**config.mk**
```make
export PLATFORM = sky130hd
export DESIGN_NAME = motion_sequencer_flat
export DESIGN_NICKNAME = d
export VERILOG_FILES = /design/src/rtl/motion_sequencer_if.sv /design/src/rtl/motion_sequencer.sv /design/src/flat_wrapper.sv
export SDC_FILE = /design/constraint.sdc
export NUM_CORES = 1
export LEC_CHECK = 0
export CAP_MARGIN = 20
export CORE_MARGIN = 10
export CORE_UTILIZATION = 47
export CTS_BUF_LIST = sky130_fd_sc_hd__clkbuf_2
export CTS_CLUSTER_SIZE = 12
export DETAILED_ROUTE_END_ITERATION = 8
export GPL_TIMING_DRIVEN = 1
export PLACE_DENSITY = 0.82
export SYNTH_ARGS = -nofsm -noshare
export SYNTH_HDL_FRONTEND = slang
export SYNTH_SLANG_ARGS = --single-unit
```
**constraint.sdc**
```tcl
create_clock -name clk -period 2.2 [get_ports clk]
set_input_delay 0.22 -clock clk [delete_from_list [all_inputs] [get_ports clk]]
set_output_delay 0.22 -clock clk [all_outputs]
set_load 0.1 [all_outputs]
```
**src/rtl/motion_sequencer_if.sv**
```systemverilog
// Command handshake and motor-driver bus for motion_sequencer.
// The master side is the environment (command source and motor driver);
// the slave side is the sequencer.
interface motion_sequencer_if;
    logic               cmd_valid;
    logic               cmd_ready;
    logic signed [23:0] cmd_target;
    logic [15:0]        cmd_speed;
    logic               pwm_end;
    logic signed [23:0] pwm_target;
    logic [15:0]        pwm_speed;

    modport master (
        output cmd_valid, cmd_target, cmd_speed, pwm_end,
        input  cmd_ready, pwm_target, pwm_speed
    );

    modport slave (
        input  cmd_valid, cmd_target, cmd_speed, pwm_end,
        output cmd_ready, pwm_target, pwm_speed
    );
endinterface

```
**src/rtl/motion_sequencer.sv**
```systemverilog
// Motion sequencer: queues absolute move commands and hands them one at a
// time to a motor driver, waiting for the driver to start and finish each
// move. A level abort stops the motor and flushes the queue.
module motion_sequencer #(
    parameter int FIFO_DEPTH    = 4,
    parameter int START_TIMEOUT = 16
) (
    input  logic                        clk,
    input  logic                        reset_n,
    motion_sequencer_if.slave           bus,
    input  logic                        abort,
    output logic                        busy,
    output logic                        done_pulse,
    output logic [$clog2(FIFO_DEPTH):0] fifo_count,
    output logic [15:0]                 moves_done
);

    localparam int PTR_W = (FIFO_DEPTH > 1) ? $clog2(FIFO_DEPTH) : 1;
    localparam int CNT_W = $clog2(FIFO_DEPTH) + 1;
    localparam int TMR_W = $clog2(START_TIMEOUT + 1);

    localparam logic [CNT_W-1:0] DEPTH_C  = CNT_W'(FIFO_DEPTH);
    localparam logic [TMR_W-1:0] TMR_LAST = TMR_W'(START_TIMEOUT - 1);

    typedef enum logic [2:0] {
        StIdle,
        StIssue,
        StStartWait,
        StRun,
        StDone,
        StStopping
    } state_e;

    state_e             state_q;
    logic [TMR_W-1:0]   timer_q;
    logic signed [23:0] pwm_target_q;
    logic [15:0]        pwm_speed_q;
    logic               done_pulse_q;
    logic [15:0]        moves_done_q;

    // Command queue: {target, speed} per entry
    logic [39:0]        mem_q [FIFO_DEPTH];
    logic [PTR_W-1:0]   wr_ptr_q;
    logic [PTR_W-1:0]   rd_ptr_q;
    logic [CNT_W-1:0]   count_q;
    logic               push;
    logic               pop;
    logic [39:0]        head;

    // Ready depends only on the registered count, so a pop this cycle never frees a slot early
    assign bus.cmd_ready = (count_q < DEPTH_C) & ~abort;
    assign push          = bus.cmd_valid & bus.cmd_ready;
    assign pop           = (state_q == StIssue) & ~abort;
    assign head          = mem_q[rd_ptr_q];

    assign bus.pwm_target = pwm_target_q;
    assign bus.pwm_speed  = pwm_speed_q;
    assign done_pulse     = done_pulse_q;
    assign moves_done     = moves_done_q;
    assign fifo_count     = count_q;
    assign busy           = (state_q != StIdle) || (count_q != '0);

    // Queue storage write; entries need no reset because count gates every read
    always_ff @(posedge clk) begin
        if (push) begin
            mem_q[wr_ptr_q] <= {bus.cmd_target, bus.cmd_speed};
        end
    end

    // Queue pointers and occupancy; abort empties the queue outright
    always_ff @(posedge clk or negedge reset_n) begin
        if (!reset_n) begin
            wr_ptr_q <= '0;
            rd_ptr_q <= '0;
            count_q  <= '0;
        end else if (abort) begin
            wr_ptr_q <= '0;
            rd_ptr_q <= '0;
            count_q  <= '0;
        end else begin
            if (push) begin
                wr_ptr_q <= wr_ptr_q + PTR_W'(1);
            end
            if (pop) begin
                rd_ptr_q <= rd_ptr_q + PTR_W'(1);
            end
            count_q <= count_q + CNT_W'(push) - CNT_W'(pop);
        end
    end

    // Move sequencing FSM with registered driver outputs and completion pulse
    always_ff @(posedge clk or negedge reset_n) begin
        if (!reset_n) begin
            state_q      <= StIdle;
            timer_q      <= '0;
            pwm_target_q <= '0;
            pwm_speed_q  <= '0;
            done_pulse_q <= 1'b0;
            moves_done_q <= '0;
        end else begin
            done_pulse_q <= 1'b0;
            unique case (state_q)
                StIdle: begin
                    // A same-cycle abort has just emptied the queue, so nothing to issue
                    if ((count_q != '0) && bus.pwm_end && !abort) begin
                        state_q <= StIssue;
                    end
                end
                StIssue: begin
                    if (abort) begin
                        pwm_speed_q <= '0;
                        state_q     <= StStopping;
                    end else begin
                        pwm_target_q <= head[39:16];
                        pwm_speed_q  <= head[15:0];
                        timer_q      <= '0;
                        state_q      <= StStartWait;
                    end
                end
                StStartWait: begin
                    if (abort) begin
                        pwm_speed_q <= '0;
                        state_q     <= StStopping;
                    end else if (!bus.pwm_end) begin
                        state_q <= StRun;
                    end else if (timer_q == TMR_LAST) begin
                        // Driver never left idle: treat as a zero-length move
                        done_pulse_q <= 1'b1;
                        state_q      <= StDone;
                    end else begin
                        timer_q <= timer_q + TMR_W'(1);
                    end
                end
                StRun: begin
                    if (abort) begin
                        pwm_speed_q <= '0;
                        state_q     <= StStopping;
                    end else if (bus.pwm_end) begin
                        done_pulse_q <= 1'b1;
                        state_q      <= StDone;
                    end
                end
                StDone: begin
                    moves_done_q <= moves_done_q + 16'd1;
                    state_q      <= StIdle;
                end
                StStopping: begin
                    if (bus.pwm_end) begin
                        state_q <= StIdle;
                    end
                end
                default: begin
                    state_q <= StIdle;
                end
            endcase
        end
    end

endmodule

```
**src/flat_wrapper.sv**
```systemverilog
// flat-port wrapper written by rule: the top's interface ports become plain ports
module motion_sequencer_flat 
#(
    parameter int FIFO_DEPTH    = 4,
    parameter int START_TIMEOUT = 16
)
  (clk, reset_n, abort, busy, done_pulse, fifo_count, moves_done, bus_cmd_valid, bus_cmd_target, bus_cmd_speed, bus_pwm_end, bus_cmd_ready, bus_pwm_target, bus_pwm_speed);
  motion_sequencer_if bus_i ();
  input  logic clk;
  input  logic reset_n;
  input  logic abort;
  output logic busy;
  output logic done_pulse;
  output logic [$clog2(FIFO_DEPTH):0] fifo_count;
  output logic [15:0] moves_done;
  input wire logic [$bits(bus_i.cmd_valid)-1:0] bus_cmd_valid;
  input wire logic [$bits(bus_i.cmd_target)-1:0] bus_cmd_target;
  input wire logic [$bits(bus_i.cmd_speed)-1:0] bus_cmd_speed;
  input wire logic [$bits(bus_i.pwm_end)-1:0] bus_pwm_end;
  output wire logic [$bits(bus_i.cmd_ready)-1:0] bus_cmd_ready;
  output wire logic [$bits(bus_i.pwm_target)-1:0] bus_pwm_target;
  output wire logic [$bits(bus_i.pwm_speed)-1:0] bus_pwm_speed;
  assign bus_i.cmd_valid = bus_cmd_valid;
  assign bus_i.cmd_target = bus_cmd_target;
  assign bus_i.cmd_speed = bus_cmd_speed;
  assign bus_i.pwm_end = bus_pwm_end;
  assign bus_cmd_ready = bus_i.cmd_ready;
  assign bus_pwm_target = bus_i.pwm_target;
  assign bus_pwm_speed = bus_i.pwm_speed;
  motion_sequencer #(.FIFO_DEPTH(FIFO_DEPTH), .START_TIMEOUT(START_TIMEOUT)) u_core (.clk(clk), .reset_n(reset_n), .bus(bus_i), .abort(abort), .busy(busy), .done_pulse(done_pulse), .fifo_count(fifo_count), .moves_done(moves_done));
endmodule
```
Word level (Yosys, flattened, before mapping) --
Memory sizes are Yosys's and may differ from the RTL's. Index checks and enable logic that the tools add are counted.
Operators by class: reductions and logical operators 16, multiplexer cells 30, eq/ne operators 15, $lt $le $gt $ge 1, bitwise operators 4, add/subtract/negate cells 6
Operators with widths (number):
- two-way mux 16 bit | 2
- one-hot mux 16 bit (2 select lines) | 1
- two-way mux 3 bit | 9
- two-way mux 5 bit | 4
- adder 16 x 1 -> 16 bit (second input constant) | 1
- one-hot mux 3 bit (5 select lines) | 1
- inequality test 2 bit (second input constant) | 5
- one-hot mux 5 bit (2 select lines) | 1
- two-way mux 2 bit | 4
- nonzero test 2 bit | 4
- two-way mux 1 bit | 7
- == test 3 x 2 -> 1 bit (second input constant) | 2
- == test 3 bit (second input constant) | 2
- nonzero test 3 bit | 2
- adder 5 x 1 -> 5 bit (second input constant) | 1
- == test 5 x 4 -> 1 bit (second input constant) | 1
- AND reduction 5 bit | 1
- adder 2 x 1 -> 2 bit (second input constant) | 2
- inequality test 2 x 1 -> 1 bit (second input constant) | 2
- inequality test 4 x 3 -> 1 bit (second input constant) | 1
- AND reduction 2 bit | 2
- AND reduction 4 bit | 1
- adder 3 x 1 -> 3 bit | 1
- AND 1 bit | 3
- 11 further kinds | 12
Storage, ports and cells: input bits 45, logic and storage cells 82, output and inout bits 62, memories 1, bits in registers 72, memory bits (writable) 160
Memories:
- u_core.mem_q | words 4, width 40, rd ports 1, clocked after Yosys merged registers in 0, write ports 1, line motion_sequencer.sv:42 | logic [39:0] mem_q [FIFO_DEPTH];

Logic depth before layout (Yosys ltp) --
Gate-level depths: netlist of the first run.
word-level depth 6, depth in mapped cells 9, depth with buffers taken out 8

Worst setup path after synthesis of the first run --
No wires, ideal clock.
path kind reg2reg, start point register u_core.count_q[2], in the netlist u_core.fifo_count[2], end point memory u_core.mem_q[0][0] (enable), clock period less this slack 3.896 ns, buffers on the path 0, required time 1.799 ns, arrival 3.495 ns, cell stages (with the launch flop) 3, setup slack -1.696 ns, setup time 0.401 ns, cells stage by stage dfrtp_1 > nor2_1 > and3_1
Between the ends: longest elaborated chain between the ends 5
Ends and longest elaborated chain:
- from (decl) | line motion_sequencer.sv:45 | logic [CNT_W-1:0] count_q;
- from (signal assigned) | line motion_sequencer.sv:87 | count_q <= count_q + CNT_W'(push) - CNT_W'(pop);
- < comparator 3 bit | line motion_sequencer.sv:51 | assign bus.cmd_ready = (count_q < DEPTH_C) & ~abort;
- AND 1 bit | line motion_sequencer.sv:51
- via bus_cmd_ready | line flat_wrapper.sv:20 | output wire logic [$bits(bus_i.cmd_ready)-1:0] bus_cmd_ready;
- AND 1 bit | line motion_sequencer.sv:52 | assign push = bus.cmd_valid & bus.cmd_ready;
- two-way mux 1 bit | line motion_sequencer.sv:65 | if (push) begin
- two-way mux 1 bit (implied by the code) | line motion_sequencer.sv:66 | mem_q[wr_ptr_q] <= {bus.cmd_target, bus.cmd_speed};
- to (decl) | line motion_sequencer.sv:42
The timed path passes the listed nets, and every way through them passes these cells.

Worst setup path in the final report of the first run --
start point register u_core.state_q[1], end point output busy
Between the ends: longest elaborated chain between the ends 2
Ends and longest elaborated chain:
- from (decl) | line motion_sequencer.sv:34 | state_e state_q;
- from (signal assigned) | line motion_sequencer.sv:94 | state_q <= StIdle;
- from (signal assigned) | line motion_sequencer.sv:106 | state_q <= StIssue;
- from (signal assigned) | line motion_sequencer.sv:112 | state_q <= StStopping;
- nonzero test 3 bit | line motion_sequencer.sv:61 | assign busy = (state_q != StIdle) || (count_q != '0);
- logical OR 1 bit | line motion_sequencer.sv:61
- to (decl) | line flat_wrapper.sv:12 | output logic busy;
No other way between the ends.

==> results.sh, run 1 <==
export IMPL_worst_pin_slew_ps=670.2
export IMPL_seqPwrFrac=0.394
export IMPL_routed_wl_um=18470
export IMPL_startpoint="u_core.state_q[1]"
export IMPL_ys_top_cells_by_area="edfxtp_1 (54%), dfrtp_1 (20%), mux4_2 (10%)"
export IMPL_end_kind="output pin"
export IMPL_yosysSeqAreaShare=0.7413
export IMPL_clk_latency_ps=810
export IMPL_start_util=0.4765
export IMPL_placed_cell_area_um2=10350
export IMPL_grt_pass1_wl_um=29410
export IMPL_status="finished, final reports clean"
export IMPL_ys_types=45
export IMPL_crit_path_cell_trace="or2_4 -> nor4_4 -> nand2b_1 -> buf_12"
export IMPL_synth_main_ff_cell="edfxtp_1"
export IMPL_die_w_um=157.7
export IMPL_gr_total_overflow=0
export IMPL_cts_max_path_buffers=3
export IMPL_core_um2=18710
export IMPL_finalCritPeriodShare=0.9878
export IMPL_final_cell_mix="edfxtp_1 (160), clkbuf_2 (82), buf_4 (82), dfrtp_1 (69), clkdlybuf4s50_1 (43)"
export IMPL_pwr_share_clk=0.182
export IMPL_crit_type="flop to output pin"
export IMPL_io_pin_count=107
export IMPL_cts_sinks=232
export IMPL_cp_slowest_cell="dfrtp_1"
export IMPL_ys_seq_elements=232
export IMPL_slowest_delay_ps=420
export IMPL_switching_share=0.4449
export IMPL_p_per_area_nw_per_um2=1321
export IMPL_wl_per_cell_um=20.07
export IMPL_final_setup_skew_ps=43.29
export IMPL_async_reset_ff_frac=0.3103
export IMPL_path_max_fanout=3
export IMPL_crit_arrival_ps=1950
export IMPL_slew_violations=0
export IMPL_antenna_cells=0
export IMPL_grt_util_all_layers=0.1509
export IMPL_drt_iter0_drc=221
export IMPL_syn_avg_cell_area_um2=19.37
export IMPL_synth_edf_count=160
export IMPL_postRouteAntennaNets=0
export IMPL_yosysWarnings=0
export IMPL_cts_buffers=54
export IMPL_syn_nets=514
export IMPL_irDropWorstVdd_mv=1.601
export IMPL_comb_power_share=0.424
export IMPL_area_delta_synth_final_pct=23.75
export IMPL_dieArea_um2=24870
export IMPL_avgViaCountPerCell=5.260
export IMPL_path_clk_slew_ps=120
export IMPL_reg2reg_from="u_core.state_q[1]"
export IMPL_drc=0
export IMPL_row_count=50
export IMPL_min_path_type="primary input to flop"
export IMPL_grt_max_degree=42
export IMPL_cts_tree="yes"
export IMPL_synth_cells=460
export IMPL_max_slew_margin=0.5532
export IMPL_die_h_um=157.7
export IMPL_crit_required_ps=1980
export IMPL_fin_crit_ps=2173
export IMPL_stdcell_area_um2=11030
export IMPL_vias=4839
export IMPL_p_leak_nw=4.185
export IMPL_cap_viol_max_count=0
export IMPL_dpl_hpwl_um=12510
export IMPL_p_int_mw=8.088
export IMPL_setup_viol=0
export IMPL_ctsRootBufferMaster="clkbuf_2"
export IMPL_io_buffers=106
export IMPL_hold_start="bus_cmd_target[8]"
export IMPL_hold_ws_ps=70.62
export IMPL_synth_top_area_cell="edfxtp_1"
export IMPL_rsz0062_at_grt="yes"
export IMPL_htree_levels=2
export IMPL_nNetsFinal=696
export IMPL_antenna_found_initial=0
export IMPL_p_switching_mw=6.482
export IMPL_synth_top_area_frac=0.5391
export IMPL_grt_pass1_vias=5453
export IMPL_start_kind="flop"
export IMPL_drive_gt1_frac=0.3863
export IMPL_hold_viol_final=0
export IMPL_netlist_area_um2=8912
export IMPL_final_common_cell="edfxtp_1"
export IMPL_first_pass_iters=4
export IMPL_place_congestion=0.8378
export IMPL_tns_ps=0
export IMPL_fmax_mhz=460.2
kinds of logic after synthesis:
| group | after synthesis | share of synthesized area |
|---|---|---|
| mux | 66 | 0.1338 |
| xor+xnor | 20 | 0.01965 |
| flops | 232 | 0.7413 |
| compound gates | 37 | 0.03032 |
| simple gates | 69 | 0.04506 |
| buf+inv | 27 | 0.01642 |
| fa+ha+maj | 9 | 0.01348 |
cell usage after synthesis, types with 2 or more instances:
cell / count
xor2_1: 6
o21ai_0: 8
nand4_1: 4
or3_1: 2
clkbuf_1: 5
nor2_1: 13
nand3_1: 5
dfrtp_1: 72
nor4_2: 2
a21oi_1: 3
and3_1: 7
mux4_2: 40
mux2_2: 24
inv_1: 6
nor2b_1: 6
nand2_1: 12
a22o_1: 17
buf_6: 3
nand4bb_1: 2
buf_4: 3
nand2b_1: 5
edfxtp_1: 160
ha_1: 8
buf_2: 9
and2_1: 2
xnor2_1: 14
o31ai_1: 4
repair_timing:
action / 4_1_cts / 5_1_grt
hold endpoints to repair: 90 / 7
endpoints found under the setup margin: 1 / 2
buffers inserted: 4 / 3
gates resized for setup: 4 / 1
hold buffers: 9 / 3
pin swaps: 2 / 2
per-stage QoR:
stage	instances	utilization	worst slack (ps)	power (mW)
6_report	920	0.5896	26.87	14.57
5_1_grt	920	0.5896	-126.9	15.23
4_1_cts	916	0.5878	-236.0	14.72
3_5_place_dp	803	0.5533	136.5	11.94
3_3_place_gp	803	0.5533	166.7	11.82
2_1_floorplan	460	-	-115.6	10.37
critical path, delay by kind of cell, from the launching register on:
family	cells	cell delay [ps]
simple gates	3	570
buf+inv	1	190
flops	1	420
cell type report:
cell class	count	area, um2
repair buffers	147	1376
flip-flops and latches	232	6615
inverters	6	22.52
clock buffers	82	410.4
clock inverters	18	86.33
fillers	1376	7676
multi-input cells	201	2226
well taps	234	292.8
registers in the layout, indices dropped and copies added, names as in the netlist:
signal                 count
u_core.mem_q             160
u_core.bus.pwm_target     24
u_core.bus.pwm_speed      16
u_core.moves_done         16
u_core.timer_q             5
u_core.fifo_count          3
u_core.state_q             3
u_core.rd_ptr_q            2
u_core.wr_ptr_q            2
u_core.done_pulse          1
worst paths after layout:
check                           cells after the start                         to  slack (ps)
worst min-delay path                                1        u_core.mem_q[1][24]          70
worst min register to register                      1      u_core.moves_done[15]         470
max in group asynchronous                           4  u_core.bus.pwm_target[22]        1370
worst max register to register                      8       u_core.fifo_count[1]         180
min in group asynchronous                           4  u_core.bus.pwm_target[14]         520
worst max-delay path                                4                       busy          30
power by group through the flow:
stage | clock, mW | combinational, mW | sequential, mW
final | 2.66 | 6.18 | 5.73
after global routing | 2.97 | 6.44 | 5.82
after CTS | 2.74 | 6.23 | 5.75
after detailed placement | 0 | 6.11 | 5.83
after global placement | 0 | 6.03 | 5.79
after floorplan | 0 | 1.64 | 8.73
routing by layer:
layer	GRT usage	part of all wire	up-vias
met3	0.04559	0.072	20
met2	0.2481	0.51	161
met4	0.04497	0.011	0
met1	0.1890	0.41	2447
met5	0	0	-
li1	-	-	2211
(Power assumes the default switching activity.)
==> run 2: changes to the inputs <==
PLACE_DENSITY = 0.69   (was 0.82)
clock period = 2.6 ns   (was 2.2 ns; I/O delays follow)
==> run 2 against run 1 <==
Net effect: sequential share of layout area is 0.36 points higher; routed wire length is 0.68% lower; clock-buffer cell count increased by 1; core utilization down 0.37 points; flip-flop and latch count unchanged.
==> results.sh, run 2 (synthesis gave the netlist of run 1 again) <==
export IMPL_grt_util_all_layers=0.1501
export IMPL_antenna_found_initial=0
export IMPL_status="finished, final reports clean"
export IMPL_final_cell_mix="edfxtp_1 (160), clkbuf_2 (83), dfrtp_1 (69), buf_4 (65), clkdlybuf4s50_1 (43)"
export IMPL_hold_ws_ps=84.49
export IMPL_slew_violations=0
export IMPL_final_setup_skew_ps=77.37
export IMPL_finalCritPeriodShare=0.9399
export IMPL_multiInputGateArea_um2=2190
export IMPL_cts_sinks=232
export IMPL_first_pass_iters=5
export IMPL_crit_required_ps=2340
export IMPL_hold_viol_final=0
export IMPL_dpl_worst_slack_ps=279.7
export IMPL_grt_max_degree=44
export IMPL_largest_register="u_core.mem_q"
export IMPL_drt_iter0_drc=226
export IMPL_fmax_mhz=409.2
export IMPL_min_path_type="primary input to flop"
export IMPL_final_util=0.5859
export IMPL_core_um2=18710
export IMPL_end_kind="output pin"
export IMPL_crit_arrival_ps=2180
export IMPL_start_kind="flop"
export IMPL_fin_ws_ps=156.2
export IMPL_cts_max_path_buffers=3
export IMPL_path_max_fanout=15
export IMPL_layout_area_seq_um2=6613
export IMPL_grt_pass1_wl_um=28830
export IMPL_place_congestion=0.7594
export IMPL_largest_register_ffs=160
export IMPL_cts_tree="yes"
export IMPL_max_slew_margin=0.4015
export IMPL_p_leak_nw=4.149
export IMPL_die_w_um=157.7
export IMPL_finalPower_mw=12.17
export IMPL_fillers=1442
export IMPL_gr_total_overflow=0
export IMPL_area_delta_synth_final_pct=22.97
export IMPL_nNetsFinal=692
export IMPL_io_pin_count=107
export IMPL_start_util=0.4765
export IMPL_wl_per_cell_um=19.98
export IMPL_setup_viol=0
export IMPL_grt_pass1_vias=5288
export IMPL_clk_latency_ps=820
export IMPL_cap_viol_max_count=0
export IMPL_irDropWorstVdd_mv=0.8038
export IMPL_dpl_hpwl_um=10560
export IMPL_worst_pin_slew_ps=897.8
export IMPL_antenna_cells=0
export IMPL_cts_buffers=56
export IMPL_drive_gt1_frac=0.3523
export IMPL_vias=4871
export IMPL_drc=0
export IMPL_die_h_um=157.7
export IMPL_htree_levels=2
export IMPL_final_common_cell="edfxtp_1"
export IMPL_p_per_area_nw_per_um2=1110
export IMPL_ctsRootBufferMaster="clkbuf_2"
export IMPL_row_count=50
export IMPL_routed_wl_um=18340
export IMPL_fin_crit_ps=2444
export IMPL_dieArea_um2=24870
export IMPL_crit_type="flop to output pin"
export IMPL_path_clk_slew_ps=110
export IMPL_io_buffers=106
export IMPL_avgViaCountPerCell=5.306
export IMPL_postRouteAntennaNets=0
## run 2: changes by cell type in the layout (fill, tap and decap cells not counted), sizes merged
cell	delta
buf	-18
clkbuf	+1
clkinv	+2
clkinvlp	-1
dlygate4sd3	+12
inv	+2
## run 2: metal layers
metal	GRT usage	vias to the layer above	routed length [um]
met5	0	-	0
met4	0.05744	0	348
met3	0.04450	37	1398
li1	-	2207	-
met1	0.1902	2457	7664
met2	0.2392	170	8930
## run 2: critical path, stage by stage, from the launching register on
cell and delay [ps]:
dfrtp_1 400, buf_6 150, or2_4 270, nor4_4 280, nand2b_1 130, buf_12 180
## run 2: layout make-up
class,count,share of cell area
clock buffer,83,0.03790
clock inverter,21,0.007878
inverter,6,0.002055
multi-input combinational,201,0.1998
sequential,232,0.6034
tap,234,0.02672
timing repair buffer,141,0.1223
## run 2: path summary, 6_finish.rpt
path                                       start                       end  slack (ps)  depth (start not counted)
max                            u_core.state_q[1]                      busy         160                          5
min                             bus_cmd_speed[9]        u_core.mem_q[1][9]          80                          1
max reg2reg                    u_core.state_q[0]      u_core.fifo_count[2]         520                          8
min reg2reg                u_core.moves_done[15]     u_core.moves_done[15]         480                          1
max in group asynchronous                reset_n  u_core.bus.pwm_target[8]        1620                          4
min in group asynchronous                reset_n        u_core.wr_ptr_q[0]         450                          3
## run 2: timing repair
action / CTS / global route
hold endpoints to repair: 137 / 0
pin swaps: 0 / 1
resized for setup: 2 / 5
hold buffers: 24 / 0
endpoints found under the setup margin: 1 / 1
buffers inserted: 0 / 1
## run 2: through the flow
step	instance area, um2	instances	setup TNS (ps)
2_1_floorplan	8925	460	-414.4
3_3_place_gp	10170	789	0
3_5_place_dp	10170	789	0
4_1_cts	10930	917	0
5_1_grt	10960	918	-5.740
6_report	10960	918	0
## run 2: report_power, final
part	total (mW)	internal, mW	leakage (nW)	switching (mW)
clock	2.24	0.864	0.390	1.38
combinational	4.94	1.40	1.38	3.54
sequential	4.98	4.49	2.38	0.492
==> run 3: changes to the inputs <==
ABC_CLOCK_PERIOD_IN_PS = 2600   (was default)
TNS_END_PERCENT = 30   (was default)
==> results of run 3 <==
Same layout as run 2: the final DEF is identical, and so are final timing and power.
==> variant, RTL diff (flow settings as in run 2) <==
Re-encode `state_e` (6 states) as one-hot, 6 bits wide.
--- a/src/rtl/motion_sequencer.sv
+++ b/src/rtl/motion_sequencer.sv
@@ -22,13 +22,13 @@
     localparam logic [CNT_W-1:0] DEPTH_C  = CNT_W'(FIFO_DEPTH);
     localparam logic [TMR_W-1:0] TMR_LAST = TMR_W'(START_TIMEOUT - 1);
 
-    typedef enum logic [2:0] {
-        StIdle,
-        StIssue,
-        StStartWait,
-        StRun,
-        StDone,
-        StStopping
+    typedef enum logic [5:0] {
+        StIdle      = 6'b000001,
+        StIssue     = 6'b000010,
+        StStartWait = 6'b000100,
+        StRun       = 6'b001000,
+        StDone      = 6'b010000,
+        StStopping  = 6'b100000
     } state_e;
 
     state_e             state_q;
Check against the original RTL: no difference found for any inputs over 4 cycles, from zero or initial values and one cycle with reset_n low; so few cycles prove little.
==> variant against run 2 <==
First-iteration DRC count is 16% higher; area after synthesis up 2.1%; sequential cell count increased by 3; critical path depth shrank 2; final cell count rose by 4.4%; die area up 1.8%; routed wire length is 1.9% higher; clock skew fell by 0.026 ns; setup slack gained 0.044 ns; total power down 13%; sequential power down 5.4%; design area up 2.0%; global-route usage is 0.32 points lower.
==> variant: results (changes against run 2) <==
{| class="wikitable"
! Metric !! Value
|-
| Result of the run || finished, final reports clean
|-
| Largest delay share family, worst path || flip-flops
|-
| Met2 wire length || 9120 um (+2.1%)
|-
| Number of logic inverters in the finished layout || 9 (+3)
|-
| Worst ir drop on vdd || 0.998 mV (+24%)
|-
| Net switching power figure || 0.00434 W (-20%)
|-
| Global-route wire length before repair || 30000 um (+4.2%)
|-
| Combined global-route utilization of all metal layers || 0.147 (-0.00316)
|-
| Worst slew margin || 0.378 (-0.0237)
|-
| Met3 Routed Length || 1110 um (-21%)
|-
| Delay of the slowest cell on the worst path || 0.65 ns (+0.25 ns)
|-
| Post-cts hold buffer count || 18 (-25%)
|-
| Top cells by area in the synthesized netlist || edfxtp_1 (53%), dfrtp_1 (20%), mux4_2 (9.9%)
|-
| Post-Place Setup Slack || 0.281 ns (+0.00178 ns)
|-
| Worst setup skew after layout || 0.0515 ns (-0.0258 ns)
|-
| Number of placed instances with taps included || 832 (+5.4%)
|-
| Adder and majority gate portion of the synthesized area || 0.0146 (+0.00109)
|-
| Filler cell count in the final layout || 1520 (+5.4%)
|-
| Top cells by instance count after synthesis || edfxtp_1 (160), dfrtp_1 (74), mux4_2 (40), mux2_2 (24), a22o_1 (17)
|-
| Footprint of the multi-input gates || 2310 sq um (+5.7%)
|-
| CP max FO || 7 (-8)
|-
| Maximum number of pins on one net before global-route repair || 41 (-6.8%)
|-
| Share of synthesized area spent on multiplexers || 0.134 (+0.000522)
|-
| Met3 Use GR || 0.0418 (-0.00268)
|-
| Met1 routed wirelength after detailed routing || 8170 um (+6.5%)
|-
| Cell with the biggest individual delay on the critical path || dfstp_2
|-
| Post-DR vias/cell || 5.22 (-1.7%)
|-
| Portion of the post-synthesis area used by sequential elements || 0.734 (-0.00700)
|-
| Sum of internal, switching and leakage power || 0.0105 W (-13%)
|-
| Detailed Route WL || 18700 um (+1.9%)
|-
| Worst EP arrival || 2.14 ns (-0.04 ns)
|-
| Fraction of area in registers || 0.598 (-0.00506)
|-
| Initial DRC count || 263 (+16%)
|-
| Layout cells sized above 1 || 0.352 (about the same)
|-
| Total of cells resized after clock tree synthesis || 0 (-2)
|-
| Non-clock buffer share of cell area || 0.115 (-0.00767)
|-
| Final weighted congestion in routability-driven placement || 0.805 (+6.0%)
|-
| Final-stage net count || 705 (+1.9%)
|-
| Post-layout util || 0.592 (+0.00584)
|-
| Clock-cell share of area || 0.0479 (+0.00212)
|-
| Proportion of power drawn by the clock network || 0.225 (+0.041)
|-
| Post-synthesis async set-or-reset flop share || 0.319 (+0.00880)
|-
| Met1 usage in global routing || 0.185 (-0.00477)
|-
| Vias in the first global route || 5575 (+5.4%)
|-
| Yosys cell types || 52 (+16%)
|-
| Number of nets in the synthesized netlist || 529 (+2.9%)
|-
| TritonRoute pass-1 iters || 4 (-1)
|-
| Placed cell areas || 10400 sq um (+2.6%)
|}
## variant: changes by cell type after synthesis, sizes merged, moves of 3 or more
cell	delta
inv	+3
o21ai	-7
nand2b	-4
nor2	+5
o31ai	-3
nor3	+3
nand3	+3
and4	+3
and2	+3
nand4	+4
## variant: final timing paths
| check | from | endpoint | slack, ns | cells after the start |
|---|---|---|---|---|
| hold reg to reg | u_core.moves_done[15]$_DFFE_PN0N_ | u_core.moves_done[15]$_DFFE_PN0N_ | 0.48 | 1 |
| hold / removal | bus_cmd_target[7] | u_core.mem_q[1][23]$_DFFE_PP_ | 0.08 | 1 |
| setup reg to reg | u_core.state_q[4]$_DFFE_PN0P_ | u_core.fifo_count[2]$_DFF_PN0_ | 0.29 | 10 |
| setup / recovery | u_core.state_q[0]$_DFFE_PN1P_ | busy | 0.20 | 3 |
| max in group asynchronous | reset_n | u_core.bus.pwm_target[21]$_DFFE_PN0P_ | 1.59 | 4 |
| min in group asynchronous | reset_n | u_core.state_q[3]$_DFFE_PN0P_ | 0.50 | 3 |
